<file path="src/rtl/lux_pwm_ctrl_if.sv">
// Lux sample stream from the BH1750 reader into the PWM dimmer.
interface lux_pwm_ctrl_if;
    logic [15:0] lux_data;
    logic        lux_valid;

    modport master (output lux_data, output lux_valid);
    modport slave  (input  lux_data, input  lux_valid);
endinterface

</file>
<file path="src/rtl/lux_pwm_ctrl.sv">
// Multi-channel light-driven PWM dimmer: per-channel mode/level targets, slew-limited duty,
// period-latched PWM compare and a stale-sensor fallback from AUTO to MANUAL.
module lux_pwm_ctrl #(
    parameter int CH        = 2,
    parameter int PWM_BITS  = 8,
    parameter int PWM_DIV   = 50,
    parameter int RAMP_DIV  = 5000,
    parameter int LUX_MAX   = 1000,
    parameter int LUX_SHIFT = 2,
    parameter int STALE_CYC = 50_000_000
) (
    input  logic                   sys_clk,
    input  logic                   _rst,
    lux_pwm_ctrl_if.slave          lux,
    input  logic [2*CH-1:0]        mode,
    input  logic [4*CH-1:0]        level,
    output logic [CH-1:0]          pwm,
    output logic [PWM_BITS*CH-1:0] duty,
    output logic                   stale
);
    localparam int PDW = (PWM_DIV  > 1) ? $clog2(PWM_DIV)  : 1;
    localparam int RDW = (RAMP_DIV > 1) ? $clog2(RAMP_DIV) : 1;
    localparam int SCW = $clog2(STALE_CYC + 1);
    localparam logic [PWM_BITS-1:0] MAX     = {PWM_BITS{1'b1}};
    localparam logic [PWM_BITS-1:0] STEP    = PWM_BITS'(32'(MAX) / 32'd9);
    localparam logic [15:0]         LUX_SAT = 16'(LUX_MAX);
    localparam logic [1:0] M_OFF = 2'b00, M_MAN = 2'b01, M_AUTO = 2'b10, M_FULL = 2'b11;

    typedef enum logic [1:0] {S_HOLD = 2'b00, S_UP = 2'b01, S_DOWN = 2'b10} ramp_state_t;

    logic [PDW-1:0]      r_pdiv;
    logic [RDW-1:0]      r_rdiv;
    logic [PWM_BITS-1:0] r_cnt;
    logic [15:0]         r_lux;
    logic [SCW-1:0]      r_stale_cnt;
    logic                r_stale;
    logic [CH-1:0]       r_pwm;
    logic [PWM_BITS-1:0] r_duty   [CH];
    logic [PWM_BITS-1:0] r_duty_q [CH];
    ramp_state_t         r_state  [CH];

    logic                w_ptick;
    logic                w_rtick;
    logic [15:0]         w_lux_red;
    logic [PWM_BITS-1:0] w_auto;
    logic [3:0]          w_lvl      [CH];
    logic [PWM_BITS-1:0] w_man      [CH];
    logic [PWM_BITS-1:0] w_target   [CH];
    logic [PWM_BITS-1:0] w_duty_nxt [CH];
    ramp_state_t         w_state_nxt[CH];

    assign w_ptick   = (r_pdiv == PDW'(PWM_DIV - 1));
    assign w_rtick   = (r_rdiv == RDW'(RAMP_DIV - 1));
    assign w_lux_red = r_lux >> LUX_SHIFT;
    assign w_auto    = MAX - ((w_lux_red > 16'(MAX)) ? MAX : w_lux_red[PWM_BITS-1:0]);

    // Prescalers, PWM counter, lux capture and stale watchdog
    always_ff @(posedge sys_clk or negedge _rst) begin
        if (!_rst) begin
            r_pdiv      <= {PDW{1'b0}};
            r_rdiv      <= {RDW{1'b0}};
            r_cnt       <= {PWM_BITS{1'b0}};
            r_lux       <= 16'd0;
            r_stale_cnt <= {SCW{1'b0}};
            r_stale     <= 1'b0;
        end else begin
            r_pdiv <= w_ptick ? {PDW{1'b0}} : r_pdiv + PDW'(1'b1);
            r_rdiv <= w_rtick ? {RDW{1'b0}} : r_rdiv + RDW'(1'b1);
            if (w_ptick) begin
                r_cnt <= r_cnt + PWM_BITS'(1'b1);
            end
            if (lux.lux_valid) begin
                r_lux       <= (lux.lux_data > LUX_SAT) ? LUX_SAT : lux.lux_data;
                r_stale_cnt <= {SCW{1'b0}};
                r_stale     <= 1'b0;
            end else if (r_stale_cnt < SCW'(STALE_CYC)) begin
                r_stale_cnt <= r_stale_cnt + SCW'(1'b1);
                r_stale     <= (r_stale_cnt == SCW'(STALE_CYC - 1));
            end else begin
                r_stale     <= 1'b1;
            end
        end
    end

    // Per-channel duty target from mode, clamped keypad level and lux
    always_comb begin
        for (int i = 0; i < CH; i++) begin
            w_lvl[i] = (level[4*i +: 4] > 4'd9) ? 4'd9 : level[4*i +: 4];
            w_man[i] = (w_lvl[i] == 4'd9) ? MAX : PWM_BITS'(w_lvl[i] * STEP);
            case (mode[2*i +: 2])
                M_OFF:   w_target[i] = {PWM_BITS{1'b0}};
                M_MAN:   w_target[i] = w_man[i];
                M_AUTO:  w_target[i] = r_stale ? w_man[i] : w_auto;
                M_FULL:  w_target[i] = MAX;
                default: w_target[i] = {PWM_BITS{1'b0}};
            endcase
        end
    end

    // Ramp FSM next-state and duty step; the compare guard keeps a stale direction from overshooting
    always_comb begin
        for (int i = 0; i < CH; i++) begin
            w_duty_nxt[i]  = r_duty[i];
            w_state_nxt[i] = S_HOLD;
            if (mode[2*i +: 2] == M_OFF) begin
                w_duty_nxt[i] = {PWM_BITS{1'b0}};
            end else begin
                case (r_state[i])
                    S_UP: begin
                        if (w_rtick && (r_duty[i] < w_target[i])) begin
                            w_duty_nxt[i] = r_duty[i] + PWM_BITS'(1'b1);
                        end else begin
                            w_duty_nxt[i] = r_duty[i];
                        end
                    end
                    S_DOWN: begin
                        if (w_rtick && (r_duty[i] > w_target[i])) begin
                            w_duty_nxt[i] = r_duty[i] - PWM_BITS'(1'b1);
                        end else begin
                            w_duty_nxt[i] = r_duty[i];
                        end
                    end
                    default: w_duty_nxt[i] = r_duty[i];
                endcase
            end
            if (w_duty_nxt[i] < w_target[i]) begin
                w_state_nxt[i] = S_UP;
            end else if (w_duty_nxt[i] > w_target[i]) begin
                w_state_nxt[i] = S_DOWN;
            end else begin
                w_state_nxt[i] = S_HOLD;
            end
        end
    end

    // Ramp state, duty, period latch and registered PWM compare
    always_ff @(posedge sys_clk or negedge _rst) begin
        if (!_rst) begin
            r_pwm <= {CH{1'b0}};
            for (int i = 0; i < CH; i++) begin
                r_duty[i]   <= {PWM_BITS{1'b0}};
                r_duty_q[i] <= {PWM_BITS{1'b0}};
                r_state[i]  <= S_HOLD;
            end
        end else begin
            for (int i = 0; i < CH; i++) begin
                r_duty[i]  <= w_duty_nxt[i];
                r_state[i] <= w_state_nxt[i];
                if (w_ptick && (r_cnt == MAX)) begin
                    r_duty_q[i] <= r_duty[i];
                end
                r_pwm[i] <= (mode[2*i +: 2] == M_OFF) ? 1'b0 :
                            ((r_cnt < r_duty_q[i]) || (r_duty_q[i] == MAX));
            end
        end
    end

    // Flatten per-channel duty onto the output bus
    always_comb begin
        duty = {(PWM_BITS*CH){1'b0}};
        for (int i = 0; i < CH; i++) begin
            duty[PWM_BITS*i +: PWM_BITS] = r_duty[i];
        end
    end

    assign pwm   = r_pwm;
    assign stale = r_stale;
endmodule

</file>
<file path="src/flat_wrapper.sv">
// flat-port wrapper written by rule: the top's interface ports become plain ports
module lux_pwm_ctrl_flat 
#(
    parameter int CH        = 2,
    parameter int PWM_BITS  = 8,
    parameter int PWM_DIV   = 50,
    parameter int RAMP_DIV  = 5000,
    parameter int LUX_MAX   = 1000,
    parameter int LUX_SHIFT = 2,
    parameter int STALE_CYC = 50_000_000
)
  (sys_clk, _rst, mode, level, pwm, duty, stale, lux_lux_data, lux_lux_valid);
  lux_pwm_ctrl_if lux_i ();
  input  logic sys_clk;
  input  logic _rst;
  input  logic [2*CH-1:0] mode;
  input  logic [4*CH-1:0] level;
  output logic [CH-1:0] pwm;
  output logic [PWM_BITS*CH-1:0] duty;
  output logic stale;
  input wire logic [$bits(lux_i.lux_data)-1:0] lux_lux_data;
  input wire logic [$bits(lux_i.lux_valid)-1:0] lux_lux_valid;
  assign lux_i.lux_data = lux_lux_data;
  assign lux_i.lux_valid = lux_lux_valid;
  lux_pwm_ctrl #(.CH(CH), .PWM_BITS(PWM_BITS), .PWM_DIV(PWM_DIV), .RAMP_DIV(RAMP_DIV), .LUX_MAX(LUX_MAX), .LUX_SHIFT(LUX_SHIFT), .STALE_CYC(STALE_CYC)) u_core (.sys_clk(sys_clk), ._rst(_rst), .lux(lux_i), .mode(mode), .level(level), .pwm(pwm), .duty(duty), .stale(stale));
endmodule
</file>
<file path="config.mk">
export PLATFORM = sky130hd
export DESIGN_NAME = lux_pwm_ctrl_flat
export DESIGN_NICKNAME = d
export VERILOG_FILES = /design/src/rtl/lux_pwm_ctrl_if.sv /design/src/rtl/lux_pwm_ctrl.sv /design/src/flat_wrapper.sv
export SDC_FILE = /design/constraint.sdc
export NUM_CORES = 1
export LEC_CHECK = 0
export CAP_MARGIN = 5
export CORE_UTILIZATION = 39
export CTS_BUF_LIST = sky130_fd_sc_hd__clkbuf_2 sky130_fd_sc_hd__clkbuf_4 sky130_fd_sc_hd__clkbuf_8
export CTS_CLUSTER_DIAMETER = 120
export DETAILED_ROUTE_END_ITERATION = 6
export GPL_ROUTABILITY_DRIVEN = 0
export REMOVE_ABC_BUFFERS = 1
export SYNTH_ARGS = -nofsm -noshare
export SYNTH_HDL_FRONTEND = slang
export SYNTH_SLANG_ARGS = --single-unit
</file>
<file path="constraint.sdc">
create_clock -name sys_clk -period 11.3 [get_ports sys_clk]
set_input_delay 1.13 -clock sys_clk [delete_from_list [all_inputs] [get_ports sys_clk]]
set_output_delay 1.13 -clock sys_clk [all_outputs]
set_load 0.01 [all_outputs]
</file>
==> results of run 1 <==
==> metrics by stage <==
stage          utilization (%)  instance area (um^2)
4_1_cts                   45.3                  8280
6_report                  45.3                  8280
2_1_floorplan                -                  7250
3_5_place_dp              44.1                  8050
5_1_grt                   45.3                  8280
3_3_place_gp              44.1                  8050
==> sequential cells by signal, summed over array words and instances, names as in the netlist <==
register            flops
u_core.duty            16
u_core.pwm              2
u_core.r_cnt            8
u_core.r_duty_q        16
u_core.r_lux           14
u_core.r_pdiv           6
u_core.r_rdiv          13
u_core.r_stale_cnt     26
u_core.r_state          4
u_core.stale            1
==> critical path, stage by stage <==
cell,delay [ns]
clkdlybuf4s50_1,0.63
o21ai_0,0.15
nand2b_1,0.18
inv_1,0.08
fa_1,0.49
inv_1,0.04
ha_1,0.19
a21o_1,0.18
a21oi_1,0.18
nor2_1,0.05
mux2_2,0.27
a21oi_1,0.15
o22ai_1,0.11
ha_1,0.34
nand4_1,0.13
a21oi_1,0.66
nor3_1,0.20
mux2_2,0.32
a221oi_1,0.29
a211oi_1,0.10
ha_1,0.33
nor2b_1,0.13
o21ai_0,0.14
nand2b_1,0.07
a21oi_1,0.17
nor2_1,0.06
a211oi_1,0.28
nor2_1,0.09
==> kinds of logic after synthesis <==
group / count (synthesis) / synth area share [%]
buffers and inverters: 82 / 4.17
xor gates and xnor gates: 47 / 5.57
and+or+nand+nor: 350 / 23.6
muxes: 15 / 2.18
AOI/OAI and AO/OA: 176 / 15.3
adders and majority gates: 75 / 13.3
DFF: 106 / 35.9
==> final cells by class <==
class	instances	share of cell area, %
clock buffer	9	1.50
tap	229	3.46
clock inverter	7	1.21
sequential	106	32.1
inverter	46	2.09
multi-input combinational	663	53.5
timing repair buffer	52	6.17
==> layer usage <==
| metal | global-route usage [%] | vias to the layer above | part of all wire, % |
|---|---|---|---|
| li1 | - | 3057 | - |
| met2 | 27.7 | 116 | 43 |
| met1 | 26.0 | 2833 | 52 |
| met5 | 0 | - | 0 |
| met4 | 3.82 | 0 | 0.81 |
| met3 | 2.86 | 10 | 4.0 |
==> power breakdown <==
| part | internal [W] | leakage [nW] | switching [W] |
|---|---|---|---|
| Clock | 0.000111 | 0.114 | 0.000155 |
| Combinational | 0.0000416 | 2.12 | 0.0000559 |
| Sequential | 0.000381 | 1.41 | 0.00000422 |
==> cells in the mapped netlist, types with 3 or more instances <==
library cell	count
clkbuf_1	33
nor4_1	9
nand3_1	35
or2_2	8
o31a_1	3
xor2_1	24
a31oi_1	5
nor3_1	16
mux2i_1	6
ha_1	69
o21a_1	5
nand4_1	28
and3_1	13
inv_1	46
o21ai_0	53
nor2_1	102
xnor2_1	23
a211oi_1	3
nand2_1	73
o211ai_1	6
dfrtp_1	106
a21o_1	20
mux2_2	9
or3_1	7
or4_1	3
nor3b_1	3
a211o_1	3
nor2b_1	15
o22ai_1	13
fa_1	6
nand2b_1	13
and4_1	6
buf_1	3
and2_1	9
a21oi_1	43
==> worst max-delay path by stage <==
stage             start  slack (ns)  cells past startpoint                 to
2_1_floorplan  level[3]        5.34                     25  u_core.r_state[3]
3_3_place_gp   level[7]        4.15                     28  u_core.r_state[1]
3_5_place_dp   level[7]        4.06                     28  u_core.r_state[1]
4_1_cts        level[7]        4.49                     28  u_core.r_state[1]
5_1_grt        level[7]        4.05                     28  u_core.r_state[1]
6_report       level[3]        4.44                     28  u_core.r_state[3]
==> results.txt, run 1 <==
Pin placement for this block handled 50 I/O pins. The post-route DRC violation count is 0. The worst setup path is captured at a register. The flow ran to the end, and the final reports show no timing, DRC or antenna violations.

The worst hold path begins at u_core.r_pdiv[0]. The clock tree buffer depth came out at 2. The placement-stage worst setup slack came out at 4.06 ns. Final hold analysis gives a worst-case slack of 0.499 ns. The count of nets left with antenna violations once routing finished came out at 0. The flop-to-flop setup slack is 6.15 ns. The biggest area contributor in the post-synthesis netlist is dfrtp_1. The global-route total usage across every layer came out at 17.8%. Buffers inserted during clock tree synthesis total 9. The deepest level of the CTS H-tree came out at 3.

The die boundary height is 140 um. Ranked by total cell area, the synthesized netlist is headed by dfrtp_1 36%, ha_1 12%, nor2_1 5.2%. The minimum period implied by the final worst setup slack came out at 6.86 ns. Leaving out fill and tap cells, the most frequent cells in the layout are 106 x dfrtp_1, 102 x nor2_1, 73 x nand2_1. The setup-violating endpoint count in the final report is 0.

At the pin with the least slew margin, the transition time is 0.963 ns. The count of port buffers added during placement is 49. The post-cts hold buffer count is 0. The fraction of layout cells with a size suffix above 1 came out at 5.32%. The pin count of the biggest net entering global routing came out at 66.

Leaving out fill and tap cells, the most frequent cell in the layout is dfrtp_1. For the worst setup path, the data arrival time is 7.14 ns. The number of violations reported at the end of detailed-routing iteration 0 came out at 391. The share of the synthesized area in the top cell type is 35.9%. The via count came out at 6016. After routing, the total negative slack on setup checks comes to 0 ns. The per-instance average area after synthesis came out at 8.68 um^2.

The final hold violation count came to 0. The maximum fanout count along the critical path came out at 11. The number of antenna violations at the first check in global routing is 0.

The number of buffers inserted to repair setup after CTS is 0. In this run the horizontal extent of the chip is 140 um. The number of global-route vias before repair is 5586. Using the TritonRoute via totals, the vias-per-cell ratio works out to 5.41. The total of warnings raised by yosys came out at 0. The clock edge transition at the registers on the reported setup and hold paths is 0.11 ns.

Detailed placement ended at an HPWL of 12600 um. The area overhead of the layout relative to synthesis is 12.0%. The endpoint identified for the worst register-to-register timing path is u_core.r_state[3]. The worst-case hold path end point is u_core.r_pdiv[0].

The count of cells in the finished layout, fillers not included, comes to 1112. Measured against its own limit, the worst slew margin works out to 35.6%. The area taken by flip-flops and latches came out at 2650 um^2. The wire length of the first global-routing pass came out at 28000 um. The count of maximum capacitance violations is 0. For this run, the detailed router's first-pass iteration total came to 5. The path class of the tightest hold or removal check is reg -> reg.

The number of flip-flops and latches in the synthesized netlist came out at 106. TritonCTS built the clock tree. STA classifies the critical path startpoint as an input port. The root buffer cell chosen for the clock tree is clkbuf_8. The wire length per cell after detailed routing came out at 15.2 um.

The die area came out at 19500 um^2. The net total in the final layout is 984. The total detailed-routing wirelength came out at 16900 um. The share of flip-flops with an asynchronous set or reset after synthesis is 100%. The leakage power came out at 3.64 nW. In the synthesized netlist the dominant register cell turns out to be dfrtp_1. The fmax is 146 MHz.

The effective utilization at floorplan is 40.4%. The total clock sinks is 106. Once the clock tree was built, the resizer swapped 0 gates to a different size.

The number of stages on the worst hold path came out at 1. The synthesized cell area is 7390 um^2. The final setup slack of the worst path came out at 4.44 ns. The cell count after synthesis came out at 851. Across the VDD grid, the largest voltage drop is 0.0000530 V. The number of unique standard cell types used by synthesis is 60. The count of filler cells inserted in the layout is 1816. Including well taps, the total number of placed cells is 1096.

The depth of the worst register-to-register path is 21. The total design power is 0.000749 W. The share of the Yosys chip area taken by registers is 35.9%.

The multi-input combinational cells in the finished layout cover a total of 4430 um^2. The number of enable flip-flop cells after synthesis is 0. For the worst setup path, the data required time is 11.57 ns. The clock latency on the worst-skew pair came out at 0.40 ns.

The number of antenna diodes in the final layout is 0. Setup repair after global routing left no endpoint under its margin. The final-report max-slew violation count is 0.

The worst register-to-register path begins at u_core.r_lux[12]. The core region is 18300 um^2. The total power density per cell area is 90.5 nW/um^2. The count of standard-cell rows is 49.

The critical path in this run is classified as in -> reg. The overflow left after global routing is 0. The worst clock skew came out at 0.0205 ns. The final period utilization is 60.7%.
(Power assumes the default switching activity.)
==> inputs of run 2 (changes only) <==
- clock period: 11.3 -> 7.03 ns (I/O delays scaled with it)
==> run 2 against run 1 <==
Wire length is 3.3% higher. Count of clock-buffer cells in the layout is 2 higher. Critical path depth stayed put. Clock skew is 0.0079 ns lower. Worst hold slack worse by 0.21 ns. Critical endpoint unchanged. Largest power group unchanged. Highest routed layer unchanged.
==> results.txt, run 2 (same netlist as run 1, synthesis figures left out) <==
The global routing usage on met1 is 27.2%. The net total in the final layout came out at 986. The area overhead of the layout relative to synthesis is 11.8%.

u_core.r_stale_cnt holds more flip-flops than any other register. The total detailed-routing wirelength is 17400 um. The maximum fanout count along the critical path came out at 8. The number of antenna repair diodes is 0. The total design power is 0.00116 W.

The flip-flop count of the largest register, all copies and words added is 26. The relative slew slack is 34.2%. Including well taps, the total number of placed cells is 1098.

The clock latency on the worst-skew pair came out at 0.39 ns. The number of hold buffers added after CTS was 0. The most critical setup path has its endpoint at u_core.r_state[3].

The count of filler cells inserted in the layout is 1823. The number of resized instances in the post-cts repair step came out at 0. The placed instance area came out at 8070 um^2.

The worst clock skew came out at 0.0126 ns. The routing usage on met3 is 3.20%. For this run, design rule violations remaining after detail routing come to 0. The total clock buffers created by CTS came out at 9. The arrival time reported for the critical path endpoint is 6.68 ns.

The initial utilization of the core area, before any placement, comes to 40.4%. The wire length of the first global-routing pass came out at 29600 um. Clock-pin slew was measured on the worst setup and hold paths at 0.11 ns. The cell area after layout is 8260 um^2. The count of standard-cell rows is 49. The minimum period implied by the final worst setup slack came out at 6.40 ns. The via count came out at 6166. The global-route track usage on met2 is 29.1%. For this design the top-level I/O count stands at 50. For this design the ratio of total power to cell area is 141 nW/um^2. The die area is 19500 um^2. The clock tree from TritonCTS is built. The library cell used most frequently in the layout, excluding fill and tap cells, is dfrtp_1. The deepest level of the CTS H-tree is 3. The number of violations reported at the end of detailed-routing iteration 0 came out at 368. The critical path starts at level[3]. The worst stage delay on the critical path came out at 0.64 ns. For the worst flop-to-flop path, the logic depth is 20.

The wire length per cell after detailed routing came out at 15.6 um. The clock tree buffer depth is 2. The setup path with the least slack is of type in -> reg. met2 is the most crowded layer. Setup repair after global routing left no endpoint under its margin.

At the pin with the least slew margin, the transition time is 0.984 ns. The pin count of the biggest net entering global routing is 68. The endpoint identified for the worst register-to-register timing path is u_core.r_state[3]. The final hold violation count is 0. The overall die width is 140 um. Setup violations remaining at the end of the flow were counted as 0. The launch instance of the worst register-to-register path is u_core.r_lux[12]. The post-detailed-route via-to-cell ratio is 5.54. The analysis attributes to cell leakage a power of 3.64 nW. The count of maximum capacitance violations came out at 0. The first-pass iteration count of the detailed router is 5. In the layout the commonest cells are 106 x dfrtp_1, 102 x nor2_1, 73 x nand2_1. The number of antenna violations at the first check in global routing is 0.

The fraction of layout cells with a size suffix above 1 came out at 5.54%. In the finished design, the share of the clock period the worst path needs comes to 91.1%. The critical path launch point type is an input port. The cell at the slowest stage of the critical path is clkdlybuf4s50_1. The worst IR drop on VDD is 0.0000900 V.

The global-route total usage across every layer is 18.8%. The overflow left after global routing is 0. For the final routed database, the setup TNS stands at 0 ns. The required arrival time at the worst endpoint came out at 7.31 ns. The number of global-route vias before repair came out at 5892.

The clock tree root buffer cell is clkbuf_8. The die boundary height came out at 140 um. The fmax came out at 156 MHz. The count of port buffers added during placement came out at 49.

The total clock sinks is 106. The remaining antenna violation count came out at 0. Once layout is complete, the cells apart from fillers number 1114. The tightest min-delay check is of the in -> async type. STA classifies the critical path endpoint as a register. Post-CTS timing repair inserted 0 buffers for setup. The flow ran to the end, and the final reports show no timing, DRC or antenna violations.

The flop-to-flop setup slack is 2.21 ns. After floorplanning, the core was sized to cover 18300 um^2. The final-report max-slew violation count is 0. After legalization and detailed placement, the total HPWL measured 12700 um.

In this design, the critical path's most frequently occurring cell is o21ai_0.
## run 2: cell types whose count changed in the layout (fill, tap and decap cells not counted), sizes merged
cell / change
buf: +2
bufinv: -1
clkbuf: +2
clkinv: +1
inv: -2
## run 2: final cells by class
| type | instances | area, um^2 | area share (%) |
|---|---|---|---|
| Multi-Input combinational cell | 663 | 4430 | 53.6 |
| Clock inverter | 5 | 42.5 | 0.515 |
| Inverter | 46 | 173 | 2.09 |
| Clock buffer | 11 | 151 | 1.83 |
| Sequential cell | 106 | 2650 | 32.1 |
| Timing Repair Buffer | 54 | 526 | 6.36 |
| Tap cell | 229 | 287 | 3.47 |
## run 2: worst min path at each step
stage               depth (start not counted)  slack (ns)        startpoint                 end
floorplan                                   0        0.41              _rst      u_core.duty[0]
global placement                            1        0.48  u_core.r_pdiv[5]    u_core.r_pdiv[5]
detailed placement                          1        0.49  u_core.r_pdiv[0]    u_core.r_pdiv[0]
CTS                                         1        0.30              _rst     u_core.r_cnt[0]
global route                                1        0.31              _rst     u_core.r_cnt[0]
finish                                      1        0.28              _rst  u_core.r_duty_q[7]
## run 2: report_power, final
group	internal, W	switching, W
clock network	0.000154	0.000230
registers	0.000613	0.00000734
logic	0.0000665	0.0000908
total	0.000833	0.000328
## run 2: layer usage
metal / vias to the layer above / routed length, um / part of all wire (%)
met5: - / 0 / 0
met4: 0 / 148 / 0.85
met3: 9 / 821 / 4.7
met2: 140 / 7570 / 43
met1: 2958 / 8870 / 51
li1: 3059 / - / -
## run 2: worst max-delay path, delay by kind of cell
| family | cells | cell delay (ns) |
|---|---|---|
| AO/OA/AOI/OAI | 9 | 1.74 |
| XOR/XNOR | 1 | 0.23 |
| adder cells (fa/ha/maj) | 5 | 1.71 |
| buffers and inverters | 3 | 0.76 |
| multiplexers | 1 | 0.39 |
| AND/OR/NAND/NOR | 9 | 1.14 |
## run 2: per-stage QoR
stage | utilization [%] | setup slack [ns] | hold WS (ns)
CTS | 45.2 | 0.757 | 0.304
global route | 45.2 | 0.284 | 0.311
finish | 45.2 | 0.626 | 0.285
floorplan | - | 1.50 | 0.407
detailed placement | 44.2 | 0.345 | 0.486
global placement | 44.2 | 0.565 | 0.482
